`src/rtl/mem_stage_lsu.sv`:
```
// Memory-stage load/store unit: drives the data-memory handshake and produces the MEM/WB registers.
// Optional feature: define LSU_MISALIGN_CHECK_EN to reject loads/stores that are not word aligned.
module mem_stage_lsu #(
  parameter int unsigned TIMEOUT = 16,
  parameter int unsigned CNT_W   = 5
) (
  input  logic        clk,
  input  logic        rst,
  input  logic        RegWriteM,
  input  logic [1:0]  ResultSrcM,
  input  logic        MemWriteM,
  input  logic [31:0] ALUResultM,
  input  logic [31:0] WriteDataM,
  input  logic [31:0] RdM,
  input  logic [31:0] PCPlus4M,
  output logic        mem_req,
  output logic        mem_we,
  output logic [31:0] mem_addr,
  output logic [31:0] mem_wdata,
  input  logic        mem_ready,
  input  logic [31:0] mem_rdata,
  output logic        StallM,
  output logic        mem_err,
  output logic        RegWriteW,
  output logic [1:0]  ResultSrcW,
  output logic [31:0] ReadDataW,
  output logic [31:0] ALUResultW,
  output logic [31:0] RdW,
  output logic [31:0] PCPlus4W
);

  localparam int unsigned DATA_W = 32;
  localparam int unsigned SRC_W  = 2;

  typedef enum logic [0:0] {
    ST_IDLE = 1'b0,
    ST_WAIT = 1'b1
  } state_e;

  state_e state_q, state_d;

  logic              memop_c;
  logic              misalign_c;
  logic              issue_c;
  logic              timeout_c;

  logic [CNT_W-1:0]  cnt_q, cnt_d;
  logic              mem_req_q, mem_req_d;
  logic              mem_we_q, mem_we_d;
  logic [DATA_W-1:0] mem_addr_q, mem_addr_d;
  logic [DATA_W-1:0] mem_wdata_q, mem_wdata_d;
  logic              mem_err_q, mem_err_d;
  logic              reg_write_w_q, reg_write_w_d;
  logic [SRC_W-1:0]  result_src_w_q, result_src_w_d;
  logic [DATA_W-1:0] read_data_w_q, read_data_w_d;
  logic [DATA_W-1:0] alu_result_w_q, alu_result_w_d;
  logic [DATA_W-1:0] rd_w_q, rd_w_d;
  logic [DATA_W-1:0] pc_plus4_w_q, pc_plus4_w_d;

  assign memop_c = MemWriteM | (ResultSrcM == 2'b01);

`ifdef LSU_MISALIGN_CHECK_EN
  assign misalign_c = memop_c & (ALUResultM[1:0] != 2'b00);
`else
  assign misalign_c = 1'b0;
`endif

  assign issue_c   = memop_c & ~misalign_c;
  assign timeout_c = (cnt_q == CNT_W'(TIMEOUT - 1));

  // State register
  always_ff @(posedge clk) begin
    if (rst) begin
      state_q <= ST_IDLE;
    end else begin
      state_q <= state_d;
    end
  end

  // Next-state logic; a ready response outranks a simultaneous timeout
  always_comb begin
    state_d = state_q;
    case (state_q)
      ST_IDLE: if (issue_c) state_d = ST_WAIT;
      ST_WAIT: if (mem_ready || timeout_c) state_d = ST_IDLE;
      default: state_d = ST_IDLE;
    endcase
  end

  // Stall output; released in the completion and abort cycles so the op retires once
  always_comb begin
    StallM = 1'b0;
    case (state_q)
      ST_IDLE: StallM = issue_c;
      ST_WAIT: StallM = ~mem_ready & ~timeout_c;
      default: StallM = 1'b0;
    endcase
    if (rst) StallM = 1'b0;
  end

  // Registered datapath next values; bubbles zero RegWriteW and RdW so forwarding ignores them
  always_comb begin
    cnt_d          = cnt_q;
    mem_req_d      = mem_req_q;
    mem_we_d       = mem_we_q;
    mem_addr_d     = mem_addr_q;
    mem_wdata_d    = mem_wdata_q;
    mem_err_d      = 1'b0;
    reg_write_w_d  = reg_write_w_q;
    result_src_w_d = result_src_w_q;
    read_data_w_d  = read_data_w_q;
    alu_result_w_d = alu_result_w_q;
    rd_w_d         = rd_w_q;
    pc_plus4_w_d   = pc_plus4_w_q;
    case (state_q)
      ST_IDLE: begin
        if (misalign_c) begin
          mem_err_d     = 1'b1;
          reg_write_w_d = 1'b0;
          rd_w_d        = '0;
        end else if (issue_c) begin
          mem_req_d     = 1'b1;
          mem_we_d      = MemWriteM;
          mem_addr_d    = {ALUResultM[31:2], 2'b00};
          mem_wdata_d   = WriteDataM;
          cnt_d         = '0;
          reg_write_w_d = 1'b0;
          rd_w_d        = '0;
        end else begin
          reg_write_w_d  = RegWriteM;
          result_src_w_d = ResultSrcM;
          read_data_w_d  = '0;
          alu_result_w_d = ALUResultM;
          rd_w_d         = RdM;
          pc_plus4_w_d   = PCPlus4M;
        end
      end
      ST_WAIT: begin
        if (mem_ready) begin
          mem_req_d      = 1'b0;
          reg_write_w_d  = RegWriteM;
          result_src_w_d = ResultSrcM;
          read_data_w_d  = MemWriteM ? '0 : mem_rdata;
          alu_result_w_d = ALUResultM;
          rd_w_d         = RdM;
          pc_plus4_w_d   = PCPlus4M;
        end else if (timeout_c) begin
          mem_req_d     = 1'b0;
          mem_err_d     = 1'b1;
          reg_write_w_d = 1'b0;
          rd_w_d        = '0;
        end else begin
          cnt_d         = cnt_q + CNT_W'(1);
          reg_write_w_d = 1'b0;
          rd_w_d        = '0;
        end
      end
      default: begin
        mem_req_d = 1'b0;
      end
    endcase
  end

  // Datapath registers
  always_ff @(posedge clk) begin
    if (rst) begin
      cnt_q          <= '0;
      mem_req_q      <= 1'b0;
      mem_we_q       <= 1'b0;
      mem_addr_q     <= '0;
      mem_wdata_q    <= '0;
      mem_err_q      <= 1'b0;
      reg_write_w_q  <= 1'b0;
      result_src_w_q <= '0;
      read_data_w_q  <= '0;
      alu_result_w_q <= '0;
      rd_w_q         <= '0;
      pc_plus4_w_q   <= '0;
    end else begin
      cnt_q          <= cnt_d;
      mem_req_q      <= mem_req_d;
      mem_we_q       <= mem_we_d;
      mem_addr_q     <= mem_addr_d;
      mem_wdata_q    <= mem_wdata_d;
      mem_err_q      <= mem_err_d;
      reg_write_w_q  <= reg_write_w_d;
      result_src_w_q <= result_src_w_d;
      read_data_w_q  <= read_data_w_d;
      alu_result_w_q <= alu_result_w_d;
      rd_w_q         <= rd_w_d;
      pc_plus4_w_q   <= pc_plus4_w_d;
    end
  end

  assign mem_req    = mem_req_q;
  assign mem_we     = mem_we_q;
  assign mem_addr   = mem_addr_q;
  assign mem_wdata  = mem_wdata_q;
  assign mem_err    = mem_err_q;
  assign RegWriteW  = reg_write_w_q;
  assign ResultSrcW = result_src_w_q;
  assign ReadDataW  = read_data_w_q;
  assign ALUResultW = alu_result_w_q;
  assign RdW        = rd_w_q;
  assign PCPlus4W   = pc_plus4_w_q;

endmodule

```
`config.mk`:
```
export PLATFORM = sky130hd
export DESIGN_NAME = mem_stage_lsu
export DESIGN_NICKNAME = d
export VERILOG_FILES = /design/src/rtl/mem_stage_lsu.sv
export SDC_FILE = /design/constraint.sdc
export NUM_CORES = 1
export LEC_CHECK = 0
export CAP_MARGIN = 20
export CORE_ASPECT_RATIO = 1.75
export CORE_MARGIN = 10
export CORE_UTILIZATION = 39
export DETAILED_ROUTE_END_ITERATION = 7
export GPL_TIMING_DRIVEN = 0
export PLACE_DENSITY = 0.92
export SYNTH_ARGS = -nofsm -noshare
export SYNTH_HDL_FRONTEND = slang
export SYNTH_SLANG_ARGS = --single-unit
```
`constraint.sdc`:
```
create_clock -name clk -period 2 [get_ports clk]
set_clock_uncertainty 0.1 [all_clocks]
set_input_delay 0.2 -clock clk [delete_from_list [all_inputs] [get_ports clk]]
set_output_delay 0.2 -clock clk [all_outputs]
set_load 0.01 [all_outputs]
```
==> key figures <==
Status
  • Outcome: finished, violations left
  • Violated checks: setup timing

Routing
  • DRC viols: 0
  • DRT iter0 DRCs: 326
  • Via count: 6848
  • Via density: approximately 4.9
  • Final ANT Viol Nets: 0
  • Total Wirelength: around 28000 um
  • 1st-pass router iterations: 5
  • WL per Instance: about 20 um

Worst setup path
  • Worst flop-to-flop path startpoint: cnt_q[1]
  • WP depth: 7
  • Worst path bufs/invs: 1
  • Setup crit start kind: register
  • Critical path data arrival time: 1830 ps
  • Worst Setup EP: StallM
  • Family with the most delay on the worst path: flip-flops
  • Critical Path Start: cnt_q[1]
  • Reg2reg path depth: 8
  • Cell Chain, Critical Path: ha_4 > and3_4 > ha_4 > o21ai_4 > o31ai_4 > nor2_1 > buf_2
  • Worst path slowest cell: dfxtp_2
  • CP Max Fanout: 2
  • Worst setup path category: reg -> out
  • Crit path largest cell delay: 340 ps
  • Worst setup EP type: primary output
  • CP required: 1700 ps
  • R2R Setup Slk: -100 ps
  • Reg-to-reg endpoint: cnt_q[3]
  • Most used cell, CP: ha_4

STA
  • Worst Slack Setup Final: -133 ps
  • Min Clock Period, post-route: roughly 2100 ps
  • RSZ-0062 raised after global routing: yes
  • Relative slew slack: 0.617
  • Slew at the pin closest to its max-slew limit: between 500 and 600 ps
  • F_max: roughly 470 MHz
  • Hold WS: 159 ps
  • Final hold vios: 0
  • Final worst path period share: 1.07
  • Count of pins over their slew limit: 0
  • Endpoints failing setup: 2

CTS
  • CTS tree: built
  • Clock sink count: between 200 and 250
  • CTS buffer count: 19
  • Count of hold-fix buffers inserted at cts: 0
  • CTS H-Tree Depth: 1
  • Clk pin slew, worst setup/hold paths: 70 ps
  • Max clock buf depth: 3
  • Worst-Skew Late Latency: approximately 490 ps
  • Root buf cell: clkbuf_16

Synthesis
  • Syn Inst Count: approximately 760
  • Synth area leaders: dfxtp_1 61%, nand2_1 14%, a21oi_1 10%
  • Leading area contributor after synthesis: dfxtp_1
  • Post-synth top area share: 0.606
  • Number of synthesis warnings: 0
  • Cell variety after synth: 28
  • Sequential share of the synthesized area: 0.606
  • Mapped Area: approximately 6700 um2
  • Leading cell type by number of instances after synthesis: nand2_1
  • EDFF count, synth: 0
  • Avg Inst Size Synth: 8.84 um2
  • Synth top cells by count: 257 x nand2_1, 202 x dfxtp_1, 133 x a21oi_1
  • Top_reg_cell synth: dfxtp_1
  • Synth async-reset ratio: 0
  • Number of synthesized register bits: just over 200

Power
  • Psw: around 2.5 mW
  • Net Sw Frac: 0.257
  • Clk network pwr share: 0.365
  • Seq pwr share: 0.458
  • Internal power: ~7.1 mW
  • Total power: approximately 9.6 mW
  • Max VDD drop: 0.776 mV
  • Combinational share of power: 0.177
  • PD cells: approximately 840 nW/um2
  • Leakage power: roughly 4.4 nW

GRT
  • Vias in the first global route: a little over 7000
  • Total Routing Usage GR: 0.225
  • Initial antenna violation count: 2
  • Pin count of the biggest net entering global routing: 16
  • First-pass GRT wire length: just over 40000 um
  • Overflow after GRT: 0

Final layout
  • Share of layout cells above drive strength 1: 0.0691
  • Fill count: 1264
  • P&R area growth vs syn: 69.8%
  • Final instance area: around 11000 um2
  • Nets: 1317

Place
  • Placer Congestion: between 0.8 and 0.9
  • Placed inst area: approximately 11000 um2
  • Detailed Place HPWL: around 21000 um
  • Post-Place Setup Slack: -690 ps
  • Port Buffers: 363

Job
  • Max-Cap Viols: 0

Floorplanning
  • Core area: roughly 17000 um2
  • Cell Rows: 63
  • DIE AREA: 23000 um2
  • Starting Density: 0.396
  • Die height: 193 um
  • Die W: 119 um
  • Ports: roughly 370

Hold path
  • Hold WC Path Type: in -> reg
==> flip-flops by register name, summed over array words and instances, names as in the netlist <==
register / flops
mem_addr: 30
state_q: 1
ResultSrcW: 2
RdW: 32
cnt_q: 5
mem_err: 1
ReadDataW: 32
PCPlus4W: 32
mem_wdata: 32
ALUResultW: 32
mem_req: 1
RegWriteW: 1
mem_we: 1
==> worst min-delay path, delay by kind of cell <==
family / cells / cell delay [ps]
compound gates: 1 / 50
buf+inv: 1 / 390
simple gates: 1 / 50
==> through the flow <==
stage / cells / util / TNS, ps
global route: 1385 / 0.672 / -416
floorplan: 756 / - / 0
detailed placement: 1346 / 0.628 / -58530
CTS: 1385 / 0.670 / -212
finish: 1386 / 0.672 / -237
global placement: 1346 / 0.628 / -54460
==> per-layer routing <==
metal	GRT usage	part of all wire
met2	0.436	0.54
met3	0.0813	0.096
met1	0.209	0.34
met4	0.0873	0.033
met5	0	0.00044
==> kinds of logic (layout without fill, tap and decap cells) <==
| group | Yosys count | in the layout | share of synthesized area |
|---|---|---|---|
| simple gates | 312 | 312 | 0.193 |
| flops | 202 | 202 | 0.606 |
| compound gates | 176 | 176 | 0.156 |
| buf+inv | 62 | 464 | 0.0409 |
| fa+ha+maj | 2 | 2 | 0.00375 |
| other cells | 1 | 3 | 0.000562 |
==> worst min-delay path by stage <==
stage                        start              to  slack, ps  cells past startpoint
floorplan                mem_ready         mem_err        180                      1
global placement    ALUResultW[17]  ALUResultW[17]        340                      2
detailed placement     PCPlus4W[3]     PCPlus4W[3]        340                      2
CTS                   PCPlus4M[10]    PCPlus4W[10]        140                      3
global route        WriteDataM[23]   mem_wdata[23]        150                      3
finish                PCPlus4M[10]    PCPlus4W[10]        160                      3
==> power groups by stage <==
| stage | Combinational [mW] | Sequential, mW | Clock (mW) |
|---|---|---|---|
| floorplan | 0.500 | 4.57 | 0 |
| global placement | 1.62 | 4.45 | 0 |
| detailed placement | 1.66 | 4.46 | 0 |
| CTS | 1.69 | 4.38 | 3.54 |
| global route | 1.82 | 4.40 | 3.70 |
| finish | 1.69 | 4.38 | 3.49 |
==> timing repair <==
action,CTS,global route
buffers inserted,8,1
gates resized for setup,19,6
pin swaps,5,3
endpoints found under the setup margin,42,72
==> layout by cell type (no fill, tap or decap), drive strengths merged, types with 3 or more instances in the layout <==
master	instances
buf	35
dfxtp	202
clkinv	4
clkbuf	57
o21ai	3
a21oi	134
a22o	32
clkdlybuf4s50	362
nand3	3
inv	4
and3	34
nor2	10
nand2	257
==> cell type report <==
type | count | area (um2) | area share
multi-input cells | 492 | 2450 | 0.216
flip-flops and latches | 202 | 4050 | 0.357
plain buffers | 58 | 263 | 0.0232
diodes | 1 | 2.50 | 0.000221
well taps | 227 | 284 | 0.0251
repair buffers | 372 | 3700 | 0.326
clock buffers | 24 | 514 | 0.0454
clock inverters | 7 | 70.1 | 0.00618
inverters | 3 | 11.3 | 0.000993
Note: power is estimated with default switching activity, not from simulation.
